===== src/rtl/accu_capture_buf_if.sv =====
// Capture-buffer bus: accumulator push side, downstream pop side and status; rd_seq exists only
// when ACCU_CAPTURE_BUF_SEQ_EN is defined.
interface accu_capture_buf_if #(
  parameter int DATA_W = 38,
  parameter int ADDR_W = 4
);
  logic signed [DATA_W-1:0] acc_din;
  logic                     acc_valid;
  logic                     rd_ready;
  logic                     clr_ovf;
  logic                     rd_valid;
  logic signed [DATA_W-1:0] rd_data;
  logic [ADDR_W:0]          count;
  logic                     full;
  logic                     empty;
  logic                     overflow;
`ifdef ACCU_CAPTURE_BUF_SEQ_EN
  logic [7:0]               rd_seq;

  modport master (
    output acc_din, acc_valid, rd_ready, clr_ovf,
    input  rd_valid, rd_data, count, full, empty, overflow, rd_seq
  );
  modport slave (
    input  acc_din, acc_valid, rd_ready, clr_ovf,
    output rd_valid, rd_data, count, full, empty, overflow, rd_seq
  );
`else
  modport master (
    output acc_din, acc_valid, rd_ready, clr_ovf,
    input  rd_valid, rd_data, count, full, empty, overflow
  );
  modport slave (
    input  acc_din, acc_valid, rd_ready, clr_ovf,
    output rd_valid, rd_data, count, full, empty, overflow
  );
`endif
endinterface


===== src/rtl/accu_capture_buf.sv =====
// One FIFO entry per acc_valid rising edge; visible on rd_valid/rd_data the next cycle, popped on rd_ready.
// A capture while full with no pop is dropped and sets sticky overflow. ACCU_CAPTURE_BUF_SEQ_EN adds rd_seq.
module accu_capture_buf #(
  parameter int DATA_W = 38,
  parameter int DEPTH  = 16,
  parameter int ADDR_W = 4
) (
  input  logic              clk,
  input  logic              rst,
  accu_capture_buf_if.slave bus
);
  localparam logic [ADDR_W:0]   CNT_ONE  = (ADDR_W+1)'(1);
  localparam logic [ADDR_W:0]   CNT_FULL = (ADDR_W+1)'(DEPTH);
  localparam logic [ADDR_W-1:0] PTR_ONE  = ADDR_W'(1);

  logic              r_dv_q;
  logic [ADDR_W-1:0] r_wr_ptr;
  logic [ADDR_W-1:0] r_rd_ptr;
  logic [ADDR_W:0]   r_count;
  logic              r_overflow;
  logic [DATA_W-1:0] r_mem [DEPTH];

  logic w_empty;
  logic w_full;
  logic w_cap;
  logic w_pop;
  logic w_push;
  logic w_drop;

  assign w_empty = (r_count == '0);
  assign w_full  = (r_count == CNT_FULL);
  assign w_cap   = bus.acc_valid & ~r_dv_q;
  assign w_pop   = ~w_empty & bus.rd_ready;
  // A pop in the same cycle frees the slot, so a full FIFO still accepts the capture.
  assign w_push  = w_cap & (~w_full | w_pop);
  assign w_drop  = w_cap & w_full & ~w_pop;

  always_ff @(posedge clk) begin
    if (rst) begin
      r_dv_q     <= 1'b0;
      r_wr_ptr   <= '0;
      r_rd_ptr   <= '0;
      r_count    <= '0;
      r_overflow <= 1'b0;
    end else begin
      r_dv_q <= bus.acc_valid;
      if (w_push) r_wr_ptr <= r_wr_ptr + PTR_ONE;
      if (w_pop)  r_rd_ptr <= r_rd_ptr + PTR_ONE;
      case ({w_push, w_pop})
        2'b10:   r_count <= r_count + CNT_ONE;
        2'b01:   r_count <= r_count - CNT_ONE;
        default: r_count <= r_count;
      endcase
      if (w_drop) begin
        r_overflow <= 1'b1;
      end else if (bus.clr_ovf) begin
        r_overflow <= 1'b0;
      end
    end
  end

  always_ff @(posedge clk) begin
    if (!rst && w_push) r_mem[r_wr_ptr] <= bus.acc_din;
  end

  assign bus.rd_valid = ~w_empty;
  assign bus.rd_data  = w_empty ? '0 : r_mem[r_rd_ptr];
  assign bus.count    = r_count;
  assign bus.full     = w_full;
  assign bus.empty    = w_empty;
  assign bus.overflow = r_overflow;

`ifdef ACCU_CAPTURE_BUF_SEQ_EN
  logic [7:0] r_seq_cnt;
  logic [7:0] r_seq_mem [DEPTH];

  // Counts accepted captures only, so drops leave no gap in the sequence.
  always_ff @(posedge clk) begin
    if (rst) begin
      r_seq_cnt <= '0;
    end else if (w_push) begin
      r_seq_cnt <= r_seq_cnt + 8'd1;
    end
  end

  always_ff @(posedge clk) begin
    if (!rst && w_push) r_seq_mem[r_wr_ptr] <= r_seq_cnt;
  end

  assign bus.rd_seq = w_empty ? 8'd0 : r_seq_mem[r_rd_ptr];
`endif
endmodule


===== src/flat_wrapper.sv =====
// flat-port wrapper written by rule: the top's interface ports become plain ports
module accu_capture_buf_flat 
#(
  parameter int DATA_W = 38,
  parameter int DEPTH  = 16,
  parameter int ADDR_W = 4
)
  (clk, rst, bus_acc_din, bus_acc_valid, bus_rd_ready, bus_clr_ovf, bus_rd_valid, bus_rd_data, bus_count, bus_full, bus_empty, bus_overflow);
  accu_capture_buf_if #(.DATA_W(DATA_W), .ADDR_W(ADDR_W)) bus_i ();
  input  logic clk;
  input  logic rst;
  input wire logic [$bits(bus_i.acc_din)-1:0] bus_acc_din;
  input wire logic [$bits(bus_i.acc_valid)-1:0] bus_acc_valid;
  input wire logic [$bits(bus_i.rd_ready)-1:0] bus_rd_ready;
  input wire logic [$bits(bus_i.clr_ovf)-1:0] bus_clr_ovf;
  output wire logic [$bits(bus_i.rd_valid)-1:0] bus_rd_valid;
  output wire logic [$bits(bus_i.rd_data)-1:0] bus_rd_data;
  output wire logic [$bits(bus_i.count)-1:0] bus_count;
  output wire logic [$bits(bus_i.full)-1:0] bus_full;
  output wire logic [$bits(bus_i.empty)-1:0] bus_empty;
  output wire logic [$bits(bus_i.overflow)-1:0] bus_overflow;
  assign bus_i.acc_din = bus_acc_din;
  assign bus_i.acc_valid = bus_acc_valid;
  assign bus_i.rd_ready = bus_rd_ready;
  assign bus_i.clr_ovf = bus_clr_ovf;
  assign bus_rd_valid = bus_i.rd_valid;
  assign bus_rd_data = bus_i.rd_data;
  assign bus_count = bus_i.count;
  assign bus_full = bus_i.full;
  assign bus_empty = bus_i.empty;
  assign bus_overflow = bus_i.overflow;
  accu_capture_buf #(.DATA_W(DATA_W), .DEPTH(DEPTH), .ADDR_W(ADDR_W)) u_core (.clk(clk), .rst(rst), .bus(bus_i));
endmodule

===== config.mk =====
export PLATFORM = sky130hd
export DESIGN_NAME = accu_capture_buf_flat
export DESIGN_NICKNAME = d
export VERILOG_FILES = /design/src/rtl/accu_capture_buf_if.sv /design/src/rtl/accu_capture_buf.sv /design/src/flat_wrapper.sv
export SDC_FILE = /design/constraint.sdc
export NUM_CORES = 1
export LEC_CHECK = 0
export ABC_AREA = 1
export ABC_CLOCK_PERIOD_IN_PS = 7300
export CORE_UTILIZATION = 45
export DETAILED_ROUTE_END_ITERATION = 6
export PLACE_DENSITY = 0.63
export SLEW_MARGIN = 5
export SYNTH_ARGS = -nofsm -noshare
export SYNTH_HDL_FRONTEND = slang
export SYNTH_SLANG_ARGS = --single-unit

===== constraint.sdc =====
create_clock -name clk -period 7.3 [get_ports clk]
set_input_delay 1.095 -clock clk [delete_from_list [all_inputs] [get_ports clk]]
set_output_delay 1.095 -clock clk [all_outputs]
set_load 0.005 [all_outputs]

==> results of run 1 <==
## layout by cell type (no fill, tap or decap), types with 25 or more instances in the layout
| cell | n |
|---|---|
| sky130_fd_sc_hd__edfxtp_1 | 608 |
| sky130_fd_sc_hd__nor2_1 | 355 |
| sky130_fd_sc_hd__o21ai_0 | 313 |
| sky130_fd_sc_hd__o221ai_1 | 114 |
| sky130_fd_sc_hd__clkdlybuf4s50_1 | 89 |
| sky130_fd_sc_hd__nand3_1 | 64 |
| sky130_fd_sc_hd__clkbuf_16 | 63 |
| sky130_fd_sc_hd__a21oi_1 | 48 |
| sky130_fd_sc_hd__o22ai_1 | 38 |
| sky130_fd_sc_hd__buf_4 | 27 |
| sky130_fd_sc_hd__nand2_1 | 26 |
| sky130_fd_sc_hd__inv_1 | 25 |
## layout make-up
cell class                 instances  area, um^2
clock buffer                      77        1629
clock inverter                    39       367.9
fill                            4412       25920
inverter                          30       125.1
multi-input combinational       1017        5269
sequential                       627       18650
tap                              696       870.8
timing repair buffer             116        1094
## where the power goes
group | total (mW) | internal, mW | switching, mW
clock | 3.14 | 1.82 | 1.31
sequential | 4.09 | 3.99 | 0.104
combinational | 1.63 | 0.613 | 1.02
total | 8.86 | 6.42 | 2.44
## synth_stat cells (all sizes together), types with 2 or more instances
cell	n
edfxtp	608
nor2	367
o21ai	334
o221ai	114
buf	76
nand3	66
clkbuf	56
a21oi	49
o22ai	38
inv	30
nand2	27
dfxtp	19
ha	6
nand4	4
nor3	4
o211ai	2
or2	2
xor2	2
## routing by layer
layer	global-route usage (%)	vias to the layer above	part of all wire [%]
met5	0	-	0.037
met4	6.378	4	2.4
met3	3.382	119	6.0
met2	38.11	575	49
met1	29.53	7831	42
li1	-	6940	-
## worst reg2reg max path, cell delays in order, from the launching register on
cell and delay (ns):
sky130_fd_sc_hd__dfxtp_1 0.47, sky130_fd_sc_hd__nor2_1 0.12, sky130_fd_sc_hd__nand2_1 0.08, sky130_fd_sc_hd__nor2_1 0.07, sky130_fd_sc_hd__a21oi_2 0.20, sky130_fd_sc_hd__inv_1 0.11, sky130_fd_sc_hd__nor2_1 0.17, sky130_fd_sc_hd__nand2_1 0.28
sky130_fd_sc_hd__nor2_4 0.76, sky130_fd_sc_hd__buf_4 0.53
## cell families (layout without fill, tap and decap cells)
family | Yosys count | count (layout) | synth area share [%]
DFF | 627 | 627 | 75.68
AOI/OAI and AO/OA | 538 | 538 | 12.91
adders and majority gates | 6 | 6 | 0.3048
buffers and inverters | 162 | 262 | 3.373
and+or+nand+nor | 471 | 471 | 7.661
xor gates and xnor gates | 2 | 2 | 0.07114
## final timing paths
kind	from	depth (start not counted)	end
hold reg to reg	u_core.r_rd_ptr[3]	2	u_core.r_rd_ptr[3]
hold / removal	u_core.r_rd_ptr[3]	2	u_core.r_rd_ptr[3]
setup reg to reg	u_core.bus.count[0]	9	u_core.r_mem[5][28]
setup / recovery	flip-flop	9	bus_rd_data[20]
## registers in the layout, indices dropped and copies added, names as in the netlist, named ones only
register and count:
u_core.bus.overflow 1, u_core.bus.count 5, u_core.r_mem 608, u_core.r_wr_ptr 4, u_core.r_dv_q 1, u_core.r_rd_ptr 4
==> results.py, run 1 <==
metrics = {
    "clocking": {
        "cts_tree": "done",
        "cts_setup_buffers": 0,
        "clock_sinks": 627,
        "clkSlewWorstSetupHoldPaths_ns": 0.06,
        "total_number_of_h_tree_levels": 2,
        "cts_root_buf": "sky130_fd_sc_hd__clkbuf_16",
        "cts_repair_resize_count": 0,
        "clock_tree.buffer_depth": 3,
        "worst_skew_pair.late_latency_ns": 0.62,
        "cts_hold_buffers": 0,
        "cts_inserted_buffers": 61,
    },
    "die": {
        "initial_utilization_pct": 45.67,
        "core-area_um2": 53920,
        "total_die_area_um2": 55670,
        "rows": 85,
        "die_height_um": 235.9,
        "die_x_um": 235.9,
        "io_pins": 90,
    },
    "sta": {
        "timing.slew.headroom_pct": 19.21,
        "skew_ns": 0.01357,
        "setup_slack_ns": 1.912,
        "post-route-period-util_pct": 73.81,
        "worst_hold_slack_ns": 0.4726,
        "rsz0062_at_grt": "false",
        "finalHoldViolCount": 0,
        "final.setup.tns_ns": 0,
        "slew_violations": 0,
        "tightest_slew_ns": 1.212,
        "finalWorstPathRequiredPeriod_ns": 5.388,
        "setup_viol": 0,
        "max_freq_mhz": 185.6,
    },
    "synthesis": {
        "yosys_warnings": 0,
        "synth-main-ff-cell": "sky130_fd_sc_hd__edfxtp_1",
        "share_of_synthesized_area_occupied_by_flip_flops_and_latches_pct": 75.68,
        "ys_ff_latch": 627,
        "ys_types": 31,
        "mappedNetlistNets": 1855,
        "synth_area_leaders": "sky130_fd_sc_hd__edfxtp_1 74%, sky130_fd_sc_hd__o21ai_0 6.4%, sky130_fd_sc_hd__nor2_1 5.6%",
        "synth_top_area_share_pct": 74.14,
        "post-synth-top-area-cell": "sky130_fd_sc_hd__edfxtp_1",
        "synthesis.instances": 1806,
        "async_reset_ff_share_pct": 0,
        "synth-edff-count": 608,
        "synth_area_um2": 24630,
        "synth_area_per_cell_um2": 13.64,
    },
    "layout": {
        "fin_area_um2": 28000,
        "fin_util_pct": 51.94,
        "drive_gt1_share_pct": 7.398,
        "instances_no_fill": 2602,
        "diodes": 0,
        "areaGrowthSynthToFinish_pct": 13.71,
        "final_nets": 1902,
    },
    "setup_path": {
        "timing.critical_path.max_delay_family": "buffers and inverters",
        "timing.critical_path.from_type": "flip-flop",
        "highest_delay_cell_along_the_critical_path": "sky130_fd_sc_hd__inv_8",
        "path_common_cell": "sky130_fd_sc_hd__nor2_1",
        "worstPathArrival_ns": 4.29,
        "crit_end_element": "output pin",
        "timing.critical_path.slowest_cell_delay_ns": 0.87,
        "worst_setup_path_category": "reg2out",
        "critical_path_buf_inv_count": 3,
        "critical_path.max_fanout": 194,
        "critical_path.cell_chain": "inv_8 -> buf_4 -> o21ai_0 -> o22ai_1 -> nor2_1 -> nor2_1 -> o21ai_1 -> a21oi_1 -> clkdlybuf4s50_1",
        "rrSetupSlack_ns": 4.14,
        "cp.required_ns": 6.20,
    },
    "routing": {
        "wl_final_um": 62350,
        "drt.antenna.violating_nets": 0,
        "drc_errors": 0,
        "drtPass1Iterations": 6,
        "routedWlPerCell_um": 23.96,
        "post_drt_via_cell_ratio": 5.945,
        "num_vias": 15470,
        "drt-initial-drc-count": 1459,
    },
    "place": {
        "dp_cells": 2486,
        "gp_routability_congestion": 0.7650,
        "instance_area_at_placement_um2": 26010,
        "pre_cts_ws_ns": 2.608,
        "dp_hpwl_um": 28870,
        "numPortBuffers": 89,
    },
    "pwr": {
        "powerDensity_nw_per_um2": 316.4,
        "max-vdd-ir-drop_v": 0.0001795,
        "static-leakage-power_nw": 8.868,
        "power.total_mw": 8.861,
    },
    "status": {
        "status": "complete, no violations",
    },
    "global_routing": {
        "grt_util_all_layers_pct": 22.29,
        "grt_pass1_wl_um": 93000,
        "grt_start_max_net_pins": 195,
        "number_of_global_route_vias_before_repair": 15110,
        "globalRoute.totalOverflow": 0,
        "grt_antenna_before_repair": 2,
    },
    "run": {
        "drv_cap": 0,
    },
    "hold_path": {
        "min_path_type": "reg2reg",
    },
}
Note: power is estimated with default switching activity, not from simulation.
==> inputs of run 2 (changes only) <==
ABC_CLOCK_PERIOD_IN_PS = 5600   (was 7300)
clock period = 5.6 ns   (was 7.3 ns; I/O delays follow)
==> results.py, run 2 (synthesis results as in run 1) <==
metrics = {
    "status": {
        "status": "complete, no violations",
    },
    "layout": {
        "multi_input_comb_area_um2": 5269,
        "sequential_cell_area_um2": 18650,
        "largest_register_ffs": 608,
        "areaGrowthSynthToFinish_pct": 13.65,
        "drive_gt1_share_pct": 7.644,
        "instances_no_fill": 2606,
        "total_of_fill_cells_in_the_finished_design": 4362,
        "regMostFlops": "u_core.r_mem",
        "diodes": 0,
        "final_nets": 1912,
        "layout.cells.most_common": "sky130_fd_sc_hd__edfxtp_1",
        "most_used_cells_in_the_layout_excluding_fill_and_tap_cells": "608 x sky130_fd_sc_hd__edfxtp_1, 355 x sky130_fd_sc_hd__nor2_1, 313 x sky130_fd_sc_hd__o21ai_0",
    },
    "routing": {
        "drc_errors": 0,
        "routedWlPerCell_um": 23.40,
        "num_vias": 15430,
        "drtPass1Iterations": 5,
        "drt-initial-drc-count": 1566,
        "drt.antenna.violating_nets": 0,
        "post_drt_via_cell_ratio": 5.919,
        "wl_final_um": 60970,
    },
    "pwr": {
        "static-leakage-power_nw": 8.847,
        "net-switching-power_mw": 3.168,
        "power.total_mw": 11.25,
        "p_clk_share_pct": 33.2,
        "powerDensity_nw_per_um2": 402.1,
        "pwr-share-comb_pct": 19.9,
        "max-vdd-ir-drop_v": 0.0002973,
        "seq_power_share_pct": 46.9,
        "internal_power_mw": 8.086,
        "switching_share_pct": 28.15,
    },
    "sta": {
        "finalHoldViolCount": 0,
        "finalWorstPathRequiredPeriod_ns": 4.546,
        "tightest_slew_ns": 1.175,
        "setup_slack_ns": 1.054,
        "setup_viol": 0,
        "timing.slew.headroom_pct": 21.54,
        "slew_violations": 0,
        "final.setup.tns_ns": 0,
        "max_freq_mhz": 220.0,
        "skew_ns": 0.02195,
        "post-route-period-util_pct": 81.18,
        "rsz0062_at_grt": "false",
    },
    "place": {
        "dp_hpwl_um": 31760,
        "pre_cts_ws_ns": 1.487,
        "dp_cells": 2497,
        "gp_routability_congestion": 0.7399,
        "numPortBuffers": 89,
    },
    "die": {
        "core-area_um2": 53920,
        "die_height_um": 235.9,
        "die_x_um": 235.9,
        "rows": 85,
        "io_pins": 90,
        "initial_utilization_pct": 45.67,
        "total_die_area_um2": 55670,
    },
    "clocking": {
        "cts_setup_buffers": 0,
        "clkSlewWorstSetupHoldPaths_ns": 0.06,
        "total_number_of_h_tree_levels": 2,
        "worst_skew_pair.late_latency_ns": 0.62,
        "cts_repair_resize_count": 0,
        "cts_tree": "done",
        "cts_hold_buffers": 0,
        "clock_sinks": 627,
        "clock_tree.buffer_depth": 3,
        "cts_inserted_buffers": 60,
        "cts_root_buf": "sky130_fd_sc_hd__clkbuf_16",
    },
    "setup_path": {
        "timing.critical_path.from_type": "flip-flop",
        "worst_setup_path_category": "reg2out",
        "worstPathArrival_ns": 3.71,
        "crit_end_element": "output pin",
        "critical_path.max_fanout": 176,
        "cp.required_ns": 4.76,
    },
    "global_routing": {
        "globalRoute.totalOverflow": 0,
        "grt_start_max_net_pins": 177,
        "number_of_global_route_vias_before_repair": 15010,
        "grt_util_all_layers_pct": 21.84,
        "grt_pass1_wl_um": 92180,
        "grt_antenna_before_repair": 1,
    },
    "hold_path": {
        "min_path_type": "reg2reg",
    },
    "run": {
        "drv_cap": 0,
    },
}
==> run 2: cell types whose count changed in the layout (fill, tap and decap cells not counted), sizes merged <==
cell / change
clkinv: -10
clkbuf: +8
clkinvlp: +1
buf: +11
bufinv: -6
==> run 2: through the flow <==
stage	util (%)	cell area, um^2	hold WS (ns)
6_report	51.91	27990	0.4697
5_1_grt	51.91	27990	0.5044
4_1_cts	51.91	27990	0.4708
3_5_place_dp	48.60	26200	0.4596
3_3_place_gp	48.60	26200	0.4552
2_1_floorplan	-	24630	0.4363
==> run 2: power groups by stage <==
stage / registers (mW) / clock network [mW] / logic (mW)
after global routing: 5.28 / 3.97 / 2.45
after CTS: 5.27 / 3.79 / 2.25
after floorplan: 5.32 / 0 / 1.37
after detailed placement: 5.37 / 0 / 2.24
after global placement: 5.37 / 0 / 2.19
final: 5.27 / 3.74 / 2.24
==> run 2: path summary, 6_finish.rpt <==
kind	start	endpoint	depth (start not counted)	slack (ns)
hold reg to reg	u_core.r_rd_ptr[3]	u_core.r_rd_ptr[3]	2	0.47
setup / recovery	flip-flop	bus_rd_data[28]	6	1.05
setup reg to reg	u_core.bus.count[0]	u_core.r_mem[9][30]	9	2.48
hold / removal	u_core.r_rd_ptr[3]	u_core.r_rd_ptr[3]	2	0.47
==> run 2: worst max-delay path, cell delays in order (launching register included) <==
cell                              delay, ns
sky130_fd_sc_hd__dfxtp_4               0.78
sky130_fd_sc_hd__buf_12                0.56
sky130_fd_sc_hd__o21ai_0               0.20
sky130_fd_sc_hd__o221ai_1              0.27
sky130_fd_sc_hd__nand3_1               0.16
sky130_fd_sc_hd__a21oi_1               0.35
sky130_fd_sc_hd__clkdlybuf4s50_1       0.57
==> run 2: area by class of cell <==
cell class,instances,share of cell area [%]
Multi-Input combinational cell,1017,18.82
Tap cell,696,3.111
Inverter,30,0.4470
Clock inverter,24,0.5409
Sequential cell,627,66.63
Clock buffer,85,5.843
Timing Repair Buffer,127,4.604
==> run 2: routing by layer <==
metal	vias to the layer above	track usage, %	share of wire [%]
met1	7770	29.31	41
li1	6958	-	-
met2	581	36.25	49
met4	2	8.200	3.0
met5	-	0	0.013
met3	114	3.031	6.6
==> variant (flow settings as in run 1) <==
One comparison of `r_count` changes from == to >=.
--- a/src/rtl/accu_capture_buf.sv
+++ b/src/rtl/accu_capture_buf.sv
@@ -28,7 +28,7 @@
   logic w_drop;
 
   assign w_empty = (r_count == '0);
-  assign w_full  = (r_count == CNT_FULL);
+  assign w_full  = (r_count >= CNT_FULL);
   assign w_cap   = bus.acc_valid & ~r_dv_q;
   assign w_pop   = ~w_empty & bus.rd_ready;
   // A pop in the same cycle frees the slot, so a full FIFO still accepts the capture.
Behaviour: no difference found for any inputs over 4 cycles, from zero or initial values and one cycle with rst high; that may be too few to reach the edited logic, so the function may still have changed.
==> variant against run 1 <==
Sequential share of layout area decreased by 1.9 points; total power increased by 9.9%; worst setup slack improved by 0.27 ns; final area increased by 2.9%; routed wire length increased by 0.80%; sequential cell count unchanged; critical endpoint is now bus_rd_data[14]; area after synthesis increased by 3.4%.
==> variant: results (changes against run 1) <==
* Run status: finished, final reports clean
* Area contributors post-synth: edfxtp_1 (72%), nand2_1 (12%), nand3_1 (9.2%)
* Post-synth ARST share at 0 (unchanged)
* Fin nets at 2244 (+18%)
* Power per cell area at 338 mW/mm^2 (+6.8%)
* Critical Path AT at 4.03 ns (-0.26 ns)
* Compound-Gate Fraction of Synth Area at 0.0136 (-0.116)
* Rel. slew slack at 0.148 (-0.0442)
* Cell variety after synth at 22 (-29%)
* All-Layer GR Usage at 0.219 (-0.00373)
* P_clk at 3.17 mW
* DP Wirelength at 28800 um (-0.10%)
* DP Worst Slack at 2.83 ns (+0.226 ns)
* FF-to-FF End: u_core.r_mem[8][34]$_DFFE_PP_
* Peak supply drop at 0.244 mV (+36%)
* Drt initial violations at 1479 (+1.4%)
* Fraction of layout cells with a size suffix above 1 at 0.0661 (-0.00785)
* Placed Cells at 2878 (+16%)
* Hold_sp: u_core.r_rd_ptr[3]$_SDFFE_PP0N_
* Mean post-synth cell area at 11.9 um^2 (-13%)
* Max reg flops at 608 (unchanged)
* Vias in the first global route at 15900 (+5.2%)
* Placed Area at 0.0268 mm^2 (+3.1%)
* Drt total wl at 62800 um (+0.80%)
* Worst Skew at 0.0210 ns (+0.00744 ns)
* R2r startpoint: u_core.bus.count[4]$_SDFFE_PP0P_
* Hold Path Class: reg2reg
* Antenna violations before repair at 2 (unchanged)
* Post-synthesis mux area share at 0 (unchanged)
* Comb power frac at 0.254 (+0.070)
* Critical path's largest stage delay at 0.70 ns (-0.17 ns)
* Largest net degree at the start of global routing at 201 (+3.1%)
* Max Root-Sink Buffers at 3 (unchanged)
* Via density per instance at 5.48 (-7.9%)
* Top cells by count, synth: nand2_1 (791), edfxtp_1 (608), nand3_1 (466)
* Slowest CP cell: inv_8
* Worst hold stages at 2 (unchanged)
* Final RePlAce weighted congestion at 0.754 (-1.5%)
* DRT Pass-1 Iters at 6 (unchanged)
* Register-to-Register Path Depth at 6 (-3)
* Leakage power at 10.2 nW (+15%)
* Synth Area in Adders at 0.00393 (+0.000883)
* Vias at 16400 (+5.8%)
* Crit Path Max Fanout at 200 (+3.1%)
* Internal Power at 6.79 mW (+5.7%)
* Synth Area in XOR/XNOR at 0.00138 (+0.000665)
* Reg-to-reg slack, setup at 4.43 ns (+0.29 ns)
* First-pass GRT wire length at 94800 um (+2.0%)
* Post-CTS setup buffers at 0 (unchanged)
* CTS resizes at 0 (unchanged)
* Final hold slack at 0.490 ns (+0.0174 ns)
* Seq/Total Area, Yosys at 0.732 (-0.0247)
## variant: cell count changes in the layout (fill, tap and decap cells not counted), sizes merged, moves of 2 or more
cell    change
inv         -8
o21ai     -323
o221ai    -114
nor2      -339
nand3     +400
ha          +2
bufinv      +3
o22ai      -38
o211ai      -2
or2         -2
diode       +2
nand2     +764
clkinv      -9
nand4       -4
## variant: how the worst max path moves through the flow
| stage | endpoint | slack (ns) | depth (start not counted) |
|---|---|---|---|
| floorplan | u_core.r_mem[11][0]$_DFFE_PP_ | 2.64 | 6 |
| global placement | bus_rd_data[14] | 2.87 | 9 |
| detailed placement | bus_rd_data[14] | 2.83 | 9 |
| CTS | bus_rd_data[14] | 2.17 | 9 |
| global route | bus_rd_data[11] | 1.95 | 9 |
| finish | bus_rd_data[14] | 2.18 | 9 |
## variant: worst max-delay path, delay by kind of cell, from the launching register on
| kind | cells | cell delay, ns |
|---|---|---|
| AND/OR/NAND/NOR | 5 | 0.51 |
| buffers and inverters | 3 | 1.91 |
| flip-flops | 1 | 0.48 |
| AO/OA/AOI/OAI | 1 | 0.22 |
## variant: layer usage
| layer | vias up | wire length (um) | track usage | part of all wire |
|---|---|---|---|---|
| met2 | 604 | 30600 | 0.367 | 0.49 |
| li1 | 7595 | - | - | - |
| met3 | 91 | 4370 | 0.0332 | 0.070 |
| met1 | 8073 | 26700 | 0.298 | 0.42 |
| met4 | 0 | 1210 | 0.0594 | 0.019 |
| met5 | - | 0 | 0 | 0 |
## variant: layout make-up
cell class                      count  area, um^2
Fill cell                        4829       26700
Sequential cell                   627       18700
Multi-Input combinational cell   1361        6020
Clock buffer                       77        1590
Timing Repair Buffer              117        1110
Tap cell                          748         936
Clock inverter                     31         400
Inverter                           25         105
Antenna cell                        2        5.00
